**src/rtl/aw_write_scheduler_if.sv**
```systemverilog
// AW request/forward and W-steering signal bundle for aw_write_scheduler.
// The master modport is the scheduler's view; the slave modport is the surrounding fabric's view.
interface aw_write_scheduler_if #(
    parameter int ADDR_W = 32
);
    logic [1:0]        awvalid_m;
    logic [ADDR_W-1:0] awaddr_m1;
    logic [ADDR_W-1:0] awaddr_m2;
    logic [1:0]        awready_m;
    logic [5:0]        awvalid_s;
    logic [ADDR_W-1:0] awaddr_s;
    logic [5:0]        awready_s;
    logic              w_done;
    logic              w_sel_valid;
    logic              w_sel_master;
    logic [2:0]        w_sel_slave;

    modport master (
        input  awvalid_m, awaddr_m1, awaddr_m2, awready_s, w_done,
        output awready_m, awvalid_s, awaddr_s, w_sel_valid, w_sel_master, w_sel_slave
    );

    modport slave (
        output awvalid_m, awaddr_m1, awaddr_m2, awready_s, w_done,
        input  awready_m, awvalid_s, awaddr_s, w_sel_valid, w_sel_master, w_sel_slave
    );
endinterface

```
**src/rtl/aw_write_scheduler.sv**
```systemverilog
// AW arbiter (M1/M2 -> S0..S5/default) plus an order FIFO that steers the W mux one burst at a time.
// Define AW_SCHED_FIXED_PRIO_EN for fixed priority (M1 wins); default build is round-robin.
module aw_write_scheduler #(
    parameter int DEPTH  = 4,
    parameter int ADDR_W = 32
) (
    input  logic                 clk,
    input  logic                 rst,
    aw_write_scheduler_if.master bus
);
    localparam int PTR_W = (DEPTH > 1) ? $clog2(DEPTH) : 1;
    localparam int CNT_W = PTR_W + 1;
    localparam logic [0:0] ST_IDLE = 1'b0;
    localparam logic [0:0] ST_ADDR = 1'b1;
    localparam logic [2:0] DEC_DEFAULT = 3'd7;

    function automatic logic [2:0] decode(input logic [ADDR_W-1:0] a);
        logic [2:0] d;
        d = DEC_DEFAULT;
        if (a <= ADDR_W'(32'h0000_3FFF))
            d = 3'd0;
        else if (a >= ADDR_W'(32'h0001_0000) && a <= ADDR_W'(32'h0001_FFFF))
            d = 3'd1;
        else if (a >= ADDR_W'(32'h0002_0000) && a <= ADDR_W'(32'h0002_FFFF))
            d = 3'd2;
        else if (a >= ADDR_W'(32'h1000_0000) && a <= ADDR_W'(32'h1000_03FF))
            d = 3'd3;
        else if (a >= ADDR_W'(32'h1001_0000) && a <= ADDR_W'(32'h1001_03FF))
            d = 3'd4;
        else if (a >= ADDR_W'(32'h2000_0000) && a <= ADDR_W'(32'h201F_FFFF))
            d = 3'd5;
        return d;
    endfunction

    logic [0:0]        state_reg, state_next;
    logic              grant_reg, grant_next;
    logic [ADDR_W-1:0] addr_reg, addr_next;
    logic [2:0]        dec_reg, dec_next;
    logic [PTR_W-1:0]  rd_ptr_reg, wr_ptr_reg;
    logic [CNT_W-1:0]  count_reg;
    logic [3:0]        fifo_mem [DEPTH];
    logic [3:0]        head;
    logic [5:0]        hit;
    logic              addr_phase, fifo_full, fifo_nonempty, pick, hs, pop;

    assign addr_phase    = (state_reg == ST_ADDR);
    assign fifo_full     = (count_reg == CNT_W'(DEPTH));
    assign fifo_nonempty = (count_reg != '0);

`ifdef AW_SCHED_FIXED_PRIO_EN
    assign pick = ~bus.awvalid_m[0];
`else
    // last_reg holds the master served most recently; it loses the next tie.
    logic last_reg;
    assign pick = (&bus.awvalid_m) ? ~last_reg : bus.awvalid_m[1];

    always_ff @(posedge clk or negedge rst) begin
        if (!rst)
            last_reg <= 1'b1;
        else if (hs)
            last_reg <= grant_reg;
    end
`endif

    genvar gi;
    generate
        for (gi = 0; gi < 6; gi++) begin : g_slave
            assign bus.awvalid_s[gi] = addr_phase && (dec_reg == 3'(gi));
            assign hit[gi]           = bus.awvalid_s[gi] & bus.awready_s[gi];
        end
    endgenerate

    // The default slave accepts immediately, so its handshake needs no awready_s.
    assign hs            = addr_phase && ((dec_reg == DEC_DEFAULT) || (|hit));
    assign bus.awready_m = {hs & grant_reg, hs & ~grant_reg};
    assign bus.awaddr_s  = addr_phase ? addr_reg : '0;
    assign pop           = bus.w_done && fifo_nonempty;

    always_comb begin
        state_next = state_reg;
        grant_next = grant_reg;
        addr_next  = addr_reg;
        dec_next   = dec_reg;
        case (state_reg)
            ST_IDLE: begin
                if ((|bus.awvalid_m) && !fifo_full) begin
                    grant_next = pick;
                    addr_next  = pick ? bus.awaddr_m2 : bus.awaddr_m1;
                    dec_next   = decode(addr_next);
                    state_next = ST_ADDR;
                end
            end
            ST_ADDR: begin
                if (hs)
                    state_next = ST_IDLE;
            end
            default: state_next = ST_IDLE;
        endcase
    end

    always_ff @(posedge clk or negedge rst) begin
        if (!rst) begin
            state_reg  <= ST_IDLE;
            grant_reg  <= 1'b0;
            addr_reg   <= '0;
            dec_reg    <= '0;
            rd_ptr_reg <= '0;
            wr_ptr_reg <= '0;
            count_reg  <= '0;
        end else begin
            state_reg <= state_next;
            grant_reg <= grant_next;
            addr_reg  <= addr_next;
            dec_reg   <= dec_next;
            if (hs)
                wr_ptr_reg <= wr_ptr_reg + 1'b1;
            if (pop)
                rd_ptr_reg <= rd_ptr_reg + 1'b1;
            case ({hs, pop})
                2'b10:   count_reg <= count_reg + 1'b1;
                2'b01:   count_reg <= count_reg - 1'b1;
                default: count_reg <= count_reg;
            endcase
        end
    end

    always_ff @(posedge clk) begin
        if (hs)
            fifo_mem[wr_ptr_reg] <= {grant_reg, dec_reg};
    end

    // Stale entries are masked so the W selector reads zero whenever the queue is empty.
    assign head             = fifo_mem[rd_ptr_reg];
    assign bus.w_sel_valid  = fifo_nonempty;
    assign bus.w_sel_master = fifo_nonempty & head[3];
    assign bus.w_sel_slave  = fifo_nonempty ? head[2:0] : 3'd0;
endmodule

```
**src/flat_wrapper.sv**
```systemverilog
// flat-port wrapper written by rule: the top's interface ports become plain ports
module aw_write_scheduler_flat 
#(
    parameter int DEPTH  = 4,
    parameter int ADDR_W = 32
)
  (clk, rst, bus_awvalid_m, bus_awaddr_m1, bus_awaddr_m2, bus_awready_s, bus_w_done, bus_awready_m, bus_awvalid_s, bus_awaddr_s, bus_w_sel_valid, bus_w_sel_master, bus_w_sel_slave);
  aw_write_scheduler_if #(.ADDR_W(ADDR_W)) bus_i ();
  input  logic clk;
  input  logic rst;
  input wire logic [$bits(bus_i.awvalid_m)-1:0] bus_awvalid_m;
  input wire logic [$bits(bus_i.awaddr_m1)-1:0] bus_awaddr_m1;
  input wire logic [$bits(bus_i.awaddr_m2)-1:0] bus_awaddr_m2;
  input wire logic [$bits(bus_i.awready_s)-1:0] bus_awready_s;
  input wire logic [$bits(bus_i.w_done)-1:0] bus_w_done;
  output wire logic [$bits(bus_i.awready_m)-1:0] bus_awready_m;
  output wire logic [$bits(bus_i.awvalid_s)-1:0] bus_awvalid_s;
  output wire logic [$bits(bus_i.awaddr_s)-1:0] bus_awaddr_s;
  output wire logic [$bits(bus_i.w_sel_valid)-1:0] bus_w_sel_valid;
  output wire logic [$bits(bus_i.w_sel_master)-1:0] bus_w_sel_master;
  output wire logic [$bits(bus_i.w_sel_slave)-1:0] bus_w_sel_slave;
  assign bus_i.awvalid_m = bus_awvalid_m;
  assign bus_i.awaddr_m1 = bus_awaddr_m1;
  assign bus_i.awaddr_m2 = bus_awaddr_m2;
  assign bus_i.awready_s = bus_awready_s;
  assign bus_i.w_done = bus_w_done;
  assign bus_awready_m = bus_i.awready_m;
  assign bus_awvalid_s = bus_i.awvalid_s;
  assign bus_awaddr_s = bus_i.awaddr_s;
  assign bus_w_sel_valid = bus_i.w_sel_valid;
  assign bus_w_sel_master = bus_i.w_sel_master;
  assign bus_w_sel_slave = bus_i.w_sel_slave;
  aw_write_scheduler #(.DEPTH(DEPTH), .ADDR_W(ADDR_W)) u_core (.clk(clk), .rst(rst), .bus(bus_i));
endmodule
```
**config.mk**
```make
export PLATFORM = sky130hd
export DESIGN_NAME = aw_write_scheduler_flat
export DESIGN_NICKNAME = d
export VERILOG_FILES = /design/src/rtl/aw_write_scheduler_if.sv /design/src/rtl/aw_write_scheduler.sv /design/src/flat_wrapper.sv
export SDC_FILE = /design/constraint.sdc
export NUM_CORES = 1
export LEC_CHECK = 0
export BUFFER_PORTS_ARGS = -buffer_cell sky130_fd_sc_hd__buf_4
export CAP_MARGIN = 20
export CORE_UTILIZATION = 54
export DETAILED_ROUTE_END_ITERATION = 6
export PLACE_DENSITY = 0.94
export SYNTH_ARGS = -nofsm -noshare
export SYNTH_HDL_FRONTEND = slang
export SYNTH_SLANG_ARGS = --single-unit
```
**constraint.sdc**
```tcl
create_clock -name clk -period 6.91 [get_ports clk]
set_clock_uncertainty 0.2 [all_clocks]
set_input_delay 1.7275 -clock clk [delete_from_list [all_inputs] [get_ports clk]]
set_output_delay 1.7275 -clock clk [all_outputs]
set_load 0.005 [all_outputs]
```
==> impl_metrics.tcl, run 1 <==
set metrics [dict create \
    layout_worst_path_cycle_share_pct 73.0 \
    p_total_mw 1.74 \
    worst_pin_slew_ns 0.809 \
    max-cap-violations 0 \
    fraction_of_layout_instances_using_a_drive_strength_above_1_pct 31.4 \
    largest_register_ffs 32 \
    die-width_um 81.2 \
    initial_utilization_pct 56.6 \
    dpl.hpwl_mm 6.53 \
    synth_ff_type "sky130_fd_sc_hd__dfrtp_1" \
    synth.yosys.seq_area_share_pct 47.5 \
    worst_path_arrival_ns 3.12 \
    cp-end-kind "output port" \
    pin_count_of_the_biggest_net_entering_global_routing 72 \
    critPathBufInv 2 \
    clock_sinks 61 \
    power.density_nw_per_um2 383 \
    cts_setup_buffers 0 \
    n_antenna_cell 0 \
    cts-root-to-sink-buffers 2 \
    finish.net_count 557 \
    synth_cell_type_count 51 \
    initialDrtViolationCount 300 \
    cp_data_required_time_ns 4.98 \
    firstDrtPassIters 6 \
    finalWorstPathRequiredPeriod_ns 5.04 \
    path_clk_slew_ns 0.07 \
    fp.coreArea_sq_um 5990 \
    max_freq_ghz 0.198 \
    asyncSetResetFlopFracSynth_pct 73.8 \
    syn_avg_cell_area_sq_um 9.26 \
    criticalPathCategory "in2out" \
    gp_congestion 0.867 \
    worst_ir_drop_vdd_mv 0.237 \
    post_synth_instance_area_sq_um 3390 \
    grt_pass1_vias 3058 \
    clock_latency_of_the_later_clocked_register_in_the_worst_skew_pair_ns 0.34 \
    critical-path-top-delay-family "compound AO/OA/AOI/OAI gates" \
    cpMostUsedCell "sky130_fd_sc_hd__buf_4" \
    critical_path.startpoint_type "input port" \
    area_growth_pct 34.1 \
    synth_top_cells_by_count "sky130_fd_sc_hd__nand2_1, sky130_fd_sc_hd__dfrtp_1, sky130_fd_sc_hd__nor2_1" \
    design.portCount 120 \
    die-area_sq_um 6600 \
    synthMostInstantiatedCell "sky130_fd_sc_hd__nand2_1" \
    cts_made_buffers 9 \
    critical_path_top_delay_cell "sky130_fd_sc_hd__nor3b_1" \
    post_cts.resized_instances 0 \
    crit_fanout 10 \
    cts_tree "built" \
    max_slew_margin_pct 46.0 \
    clock-root-buffer "sky130_fd_sc_hd__clkbuf_8" \
    grt_pass1_wl_mm 14.3 \
    number_of_buffer_cells_added_on_primary_ports 119 \
    synthesis.instances 366 \
    timing_hold_violations_final 0 \
    post_synth_main_area_contributors "sky130_fd_sc_hd__dfrtp_1, sky130_fd_sc_hd__edfxtp_1, sky130_fd_sc_hd__and2_1, sky130_fd_sc_hd__nand2_1, sky130_fd_sc_hd__a31oi_1" \
    totalWireLength_mm 9.76 \
    vias 3309 \
    post-route-worst-setup-slack_ns 1.87 \
    number_of_synthesized_flops_with_an_enable_pin 16 \
    drcViolationCount 0 \
    leakage_component_of_the_power_nw 2.00 \
    grt_overflow 0 \
    standard_cell_rows 28 \
    synth-seq-cells 61 \
    report.final.setup_viol 0 \
    postSynthNetCount 447 \
    post-place-ws_ns 1.88 \
    routedWlPerCell_um 17.6 \
    total_count_of_max_transition_violations_in_the_final_report 0 \
    detail_route.vias_per_cell 5.95 \
    aggregate_global_route_resource_usage_pct 29.3 \
    run_status "complete, no violations" \
    die-height_um 81.2 \
    yosysWarningCount 0 \
    max_stage_delay_ns 0.30 \
    ordered_cell_list_for_the_critical_path "buf_4 > nor3b_1 > a31oi_1 > o22a_1 > a21boi_4 > nor2b_1 > buf_4" \
    yosysTopAreaCell "sky130_fd_sc_hd__dfrtp_1" \
    yosysTopAreaCellShare_pct 32.5 \
    hold_class "reg2reg" \
    htree_num_levels 3 \
    drt.antenna.violating_nets 0 \
    total_negative_slack_for_setup_checks_ns 0 \
    ctsHoldBuffers 0 \
    antenna_violations_before_repair 0 \
    setup_repair_after_global_routing_missed_its_margin "false" \
]
power by group:
part / switching, mW / internal [mW]
logic: 0.386 / 0.394
registers: 0.0896 / 0.519
clock network: 0.142 / 0.212
layer usage:
layer / wire length, um / vias to the layer above / GRT usage, % / part of all wire, %
li1: - / 1490 / - / -
met2: 5090 / 207 / 49.2 / 52
met1: 3630 / 1581 / 35.9 / 37
met5: 0 / - / 0 / 0
met4: 283 / 0 / 14.8 / 2.9
met3: 762 / 31 / 5.51 / 7.8
kinds of logic after synthesis:
| logic type | after synthesis | synth area share (%) |
|---|---|---|
| and+or+nand+nor | 199 | 28.5 |
| DFF | 61 | 47.5 |
| AOI/OAI and AO/OA | 53 | 11.2 |
| buffers and inverters | 31 | 4.03 |
| muxes | 10 | 4.76 |
| xor gates and xnor gates | 6 | 1.55 |
| adders and majority gates | 6 | 2.44 |
metrics by stage:
step	instance area, sq um	hold slack, ns	utilization [%]	instances
final	4540	0.311	75.8	556
after global routing	4540	0.335	75.8	556
after CTS	4520	0.314	75.5	555
after detailed placement	4310	0.300	71.9	539
after global placement	4310	0.283	71.9	539
after floorplan	3390	0.261	-	366
cell usage in the layout, fill, tap and decap left out, types with 2 or more instances in the layout:
cell type                   instances
sky130_fd_sc_hd__inv_1              8
sky130_fd_sc_hd__edfxtp_1          16
sky130_fd_sc_hd__clkbuf_8          10
sky130_fd_sc_hd__buf_4            121
sky130_fd_sc_hd__nand4_1            2
sky130_fd_sc_hd__mux2i_1            3
sky130_fd_sc_hd__nand3b_1           3
sky130_fd_sc_hd__nand2_1           68
sky130_fd_sc_hd__xor2_1             3
sky130_fd_sc_hd__a31oi_1           35
sky130_fd_sc_hd__ha_1               5
sky130_fd_sc_hd__o22a_1             2
sky130_fd_sc_hd__and4b_1            2
sky130_fd_sc_hd__and3_1             3
sky130_fd_sc_hd__nor3_1             9
sky130_fd_sc_hd__a21boi_4           2
sky130_fd_sc_hd__xnor2_1            3
sky130_fd_sc_hd__dfrtp_1           44
sky130_fd_sc_hd__nand3_1            8
sky130_fd_sc_hd__bufinv_16          2
sky130_fd_sc_hd__nor4_1             7
sky130_fd_sc_hd__mux2_4             2
sky130_fd_sc_hd__clkbuf_1           2
sky130_fd_sc_hd__nor3b_1            4
sky130_fd_sc_hd__mux4_2             4
sky130_fd_sc_hd__and2_1            42
sky130_fd_sc_hd__nand2b_1           2
sky130_fd_sc_hd__nor2_1            44
area by class of cell:
| type | instances | area (sq um) |
|---|---|---|
| multi-input combinational | 274 | 1670 |
| sequential | 61 | 1610 |
| fill | 385 | 1450 |
| timing repair buffer | 122 | 928 |
| clock buffer | 12 | 145 |
| tap | 75 | 93.8 |
| clock inverter | 4 | 71.3 |
| inverter | 8 | 30.0 |
worst paths after layout:
kind                                             end                start  slack [ns]  cells past startpoint
worst min-delay path             u_core.count_reg[0]  u_core.count_reg[0]        0.31                      1
worst min register to register   u_core.count_reg[0]  u_core.count_reg[0]        0.31                      1
worst max register to register   u_core.count_reg[2]    u_core.dec_reg[2]        4.08                     11
max in group asynchronous       u_core.wr_ptr_reg[1]                  rst        4.90                      1
worst max-delay path                bus_awready_m[0]     bus_awready_s[0]        1.87                      7
min in group asynchronous         u_core.addr_reg[9]                  rst        1.18                      1
(Power assumes the default switching activity.)
==> run 2, diff against run 1 <==
--- a/config.mk
+++ b/config.mk
@@ -5,11 +5,12 @@
 export SDC_FILE = /design/constraint.sdc
 export NUM_CORES = 1
 export LEC_CHECK = 0
+export ABC_AREA = 1
 export BUFFER_PORTS_ARGS = -buffer_cell sky130_fd_sc_hd__buf_4
 export CAP_MARGIN = 20
-export CORE_UTILIZATION = 54
+export CORE_UTILIZATION = 51
 export DETAILED_ROUTE_END_ITERATION = 6
-export PLACE_DENSITY = 0.94
+export PLACE_DENSITY = 0.88
 export SYNTH_ARGS = -nofsm -noshare
 export SYNTH_HDL_FRONTEND = slang
 export SYNTH_SLANG_ARGS = --single-unit
==> constraint.sdc (replaced) <==
create_clock -name clk -period 5.05 [get_ports clk]
set_clock_uncertainty 0.2 [all_clocks]
set_input_delay 1.2625 -clock clk [delete_from_list [all_inputs] [get_ports clk]]
set_output_delay 1.2625 -clock clk [all_outputs]
set_load 0.005 [all_outputs]
==> run 2 against run 1 <==
Sequential share of layout area is 1.5 points lower. Register-to-register slack worse by 2.0 ns. Core utilization is 6.4 points lower. Combinational power up 68%. Power rose by 52%. Global-route usage is 2.8 points lower. Largest power group unchanged.
==> impl_metrics.tcl, run 2 <==
set metrics [dict create \
    cts-root-to-sink-buffers 2 \
    cts_made_buffers 9 \
    dpl.hpwl_mm 6.65 \
    synth-compound-area-share_pct 7.78 \
    crit_fanout 35 \
    vias 3465 \
    worst_pin_slew_ns 0.585 \
    gp_congestion 0.959 \
    rr_startpoint "u_core.addr_phase" \
    hold_class "reg2reg" \
    rr_endpoint "u_core.count_reg[2]" \
    cp_data_required_time_ns 3.59 \
    die-area_sq_um 7470 \
    synth_cell_type_count 31 \
    synth-simple-area-share_pct 34.0 \
    largest_register_ffs 32 \
    yosysWarningCount 0 \
    fin_worst_hold_slack_ns 0.293 \
    grt_pass1_vias 3359 \
    setup_repair_after_global_routing_missed_its_margin "false" \
    pin_count_of_the_biggest_net_entering_global_routing 47 \
    report.final.setup_viol 0 \
    initial_utilization_pct 53.2 \
    worst_setup_path_endpoint "bus_awready_m[0]" \
    total_count_of_max_transition_violations_in_the_final_report 0 \
    max-cap-violations 0 \
    synthMostInstantiatedCell "sky130_fd_sc_hd__nand2_1" \
    total_negative_slack_for_setup_checks_ns 0 \
    ctsHoldBuffers 0 \
    routedWlPerCell_um 13.3 \
    fp.coreArea_sq_um 6830 \
    sequentialPowerShare_pct 33.9 \
    initialDrtViolationCount 205 \
    design.portCount 120 \
    synth.yosys.seq_area_share_pct 44.2 \
    asyncSetResetFlopFracSynth_pct 73.8 \
    worst_path_arrival_ns 2.25 \
    critical_path.startpoint_type "flop" \
    finish.net_count 677 \
    worst_ir_drop_vdd_mv 0.234 \
    number_of_synthesized_flops_with_an_enable_pin 16 \
    leading_cell_type_in_the_layout_fill_and_taps_excluded "sky130_fd_sc_hd__buf_4" \
    cts_tree "built" \
    synth_ff_type "sky130_fd_sc_hd__dfrtp_1" \
    post_cts.resized_instances 0 \
    drcViolationCount 0 \
    p_switching_mw 1.11 \
    clock_latency_of_the_later_clocked_register_in_the_worst_skew_pair_ns 0.35 \
    setup.worst_path.start "u_core.addr_phase" \
    postSynthNetCount 566 \
    netSwitchingFraction_pct 41.8 \
    dp.cells 681 \
    grt_pass1_wl_mm 15.2 \
    n_antenna_cell 0 \
    finalWorstPathRequiredPeriod_ns 3.71 \
    yosysTopAreaCell "sky130_fd_sc_hd__dfrtp_1" \
    grt_overflow 0 \
    post-place-ws_ns 1.37 \
    clock_sinks 61 \
    synthMuxAreaShare_pct 0 \
    synthesis.instances 485 \
    htree_num_levels 3 \
    ff2ff_path_depth 16 \
    number_of_buffer_cells_added_on_primary_ports 119 \
    firstDrtPassIters 4 \
    clock_power_share_pct 16.6 \
    syn_avg_cell_area_sq_um 7.50 \
    timing_hold_violations_final 0 \
    antenna_violations_before_repair 0 \
    internal-power_mw 1.55 \
    path_clk_slew_ns 0.08 \
    criticalPathCategory "reg2out" \
    aggregate_global_route_resource_usage_pct 26.5 \
    xor_and_xnor_area_share_after_synthesis_pct 0.964 \
    die-height_um 86.4 \
    post_synth_instance_area_sq_um 3640 \
    yosysTopAreaCellShare_pct 30.3 \
    max_freq_ghz 0.270 \
    cp-end-kind "output port" \
    fin_cells 697 \
    post_synth_main_area_contributors "sky130_fd_sc_hd__dfrtp_1, sky130_fd_sc_hd__edfxtp_1, sky130_fd_sc_hd__nand2_1, sky130_fd_sc_hd__nor2_1, sky130_fd_sc_hd__inv_1" \
    post-route-worst-setup-slack_ns 1.34 \
    rrSetupSlack_ns 2.09 \
    synth_top_family_by_area "simple AND/OR/NAND/NOR gates" \
    adder_cell_area_share_of_the_yosys_netlist_pct 2.27 \
    layout_worst_path_cycle_share_pct 73.5 \
    fraction_of_layout_instances_using_a_drive_strength_above_1_pct 29.8 \
    pwr-share-comb_pct 49.4 \
    run_status "complete, no violations" \
    clock-root-buffer "sky130_fd_sc_hd__clkbuf_8" \
    standard_cell_rows 30 \
    max_slew_margin_pct 61.0 \
    drt.antenna.violating_nets 0 \
    totalWireLength_mm 9.24 \
    synth_top_cells_by_count "sky130_fd_sc_hd__nand2_1, sky130_fd_sc_hd__nor2_1, sky130_fd_sc_hd__inv_1" \
    die-width_um 86.4 \
    leakage_component_of_the_power_nw 2.51 \
    cts_setup_buffers 0 \
    detail_route.vias_per_cell 4.97 \
    synth-seq-cells 61 \
    area_growth_pct 30.5 \
    power.density_nw_per_um2 560 \
    layout.cells.most_common_list "sky130_fd_sc_hd__buf_4, sky130_fd_sc_hd__nand2_1, sky130_fd_sc_hd__nor2_1, sky130_fd_sc_hd__inv_1, sky130_fd_sc_hd__dfrtp_1" \
]
==> run 2: cell types whose count changed after synthesis, moves of 7 or more <==
cell / before / now
sky130_fd_sc_hd__a31oi_1: 35 / 22
sky130_fd_sc_hd__and2_1: 42 / 0
sky130_fd_sc_hd__inv_1: 8 / 63
sky130_fd_sc_hd__inv_2: 0 / 8
sky130_fd_sc_hd__nand2_1: 68 / 120
sky130_fd_sc_hd__nand2_2: 0 / 12
sky130_fd_sc_hd__nand3_1: 8 / 42
sky130_fd_sc_hd__nor2_1: 44 / 65
sky130_fd_sc_hd__nor2_2: 0 / 7
sky130_fd_sc_hd__nor4_1: 7 / 0
sky130_fd_sc_hd__o21ai_0: 1 / 11
sky130_fd_sc_hd__o21ai_1: 1 / 11
==> run 2: how the worst min path moves through the flow <==
| stage | from | endpoint | cells after the start |
|---|---|---|---|
| finish | u_core.addr_reg[17] | u_core.addr_reg[17] | 2 |
| global route | u_core.addr_reg[17] | u_core.addr_reg[17] | 2 |
| CTS | u_core.addr_reg[17] | u_core.addr_reg[17] | 2 |
| detailed placement | u_core.addr_reg[17] | u_core.addr_reg[17] | 2 |
| global placement | u_core.addr_reg[29] | u_core.addr_reg[29] | 2 |
| floorplan | u_core.addr_reg[16] | u_core.addr_reg[16] | 2 |
==> run 2: power by group through the flow <==
| stage | Sequential (mW) | Clock, mW | Combinational, mW |
|---|---|---|---|
| after global routing | 0.930 | 0.466 | 1.48 |
| after global placement | 0.893 | 0 | 1.26 |
| final | 0.901 | 0.442 | 1.31 |
| after detailed placement | 0.910 | 0 | 1.31 |
| after CTS | 0.901 | 0.442 | 1.32 |
| after floorplan | 0.855 | 0 | 0.843 |
==> run 2: area by class of cell <==
class | count | area, sq um
Fill cell | 577 | 2090
Multi-Input combinational cell | 331 | 1640
Sequential cell | 61 | 1610
Timing Repair Buffer | 121 | 908
Inverter | 72 | 273
Clock buffer | 9 | 124
Tap cell | 96 | 120
Clock inverter | 7 | 75.1
==> run 2: worst max-delay path, cell delays in order (launching register included) <==
cell,delay [ns]
sky130_fd_sc_hd__dfrtp_1,0.32
sky130_fd_sc_hd__buf_4,0.36
sky130_fd_sc_hd__inv_4,0.09
sky130_fd_sc_hd__nor3_1,0.32
sky130_fd_sc_hd__nand2_1,0.10
sky130_fd_sc_hd__nand4_1,0.10
sky130_fd_sc_hd__nor2_1,0.09
sky130_fd_sc_hd__nor2_4,0.16
sky130_fd_sc_hd__inv_2,0.11
sky130_fd_sc_hd__nor2_4,0.11
sky130_fd_sc_hd__buf_4,0.12
==> run 2: metrics by stage <==
stage	util [%]	area, sq um	total power, mW
global placement	66.6	4550	2.15
floorplan	-	3640	1.70
CTS	69.5	4750	2.67
finish	69.5	4750	2.66
detailed placement	66.6	4550	2.22
global route	69.5	4750	2.87
==> run 2: logic make-up after synthesis <==
group | count (synthesis)
and+or+nand+nor | 270
buffers and inverters | 93
DFF | 61
AOI/OAI and AO/OA | 51
adders and majority gates | 6
xor gates and xnor gates | 4
==> run 2: layer usage <==
layer	share of wire, %	routed length (um)	GRT usage, %
met1	39	3560	29.7
met2	53	4880	48.3
met3	6.5	597	5.24
met4	2.2	200	12.4
met5	0	0	0
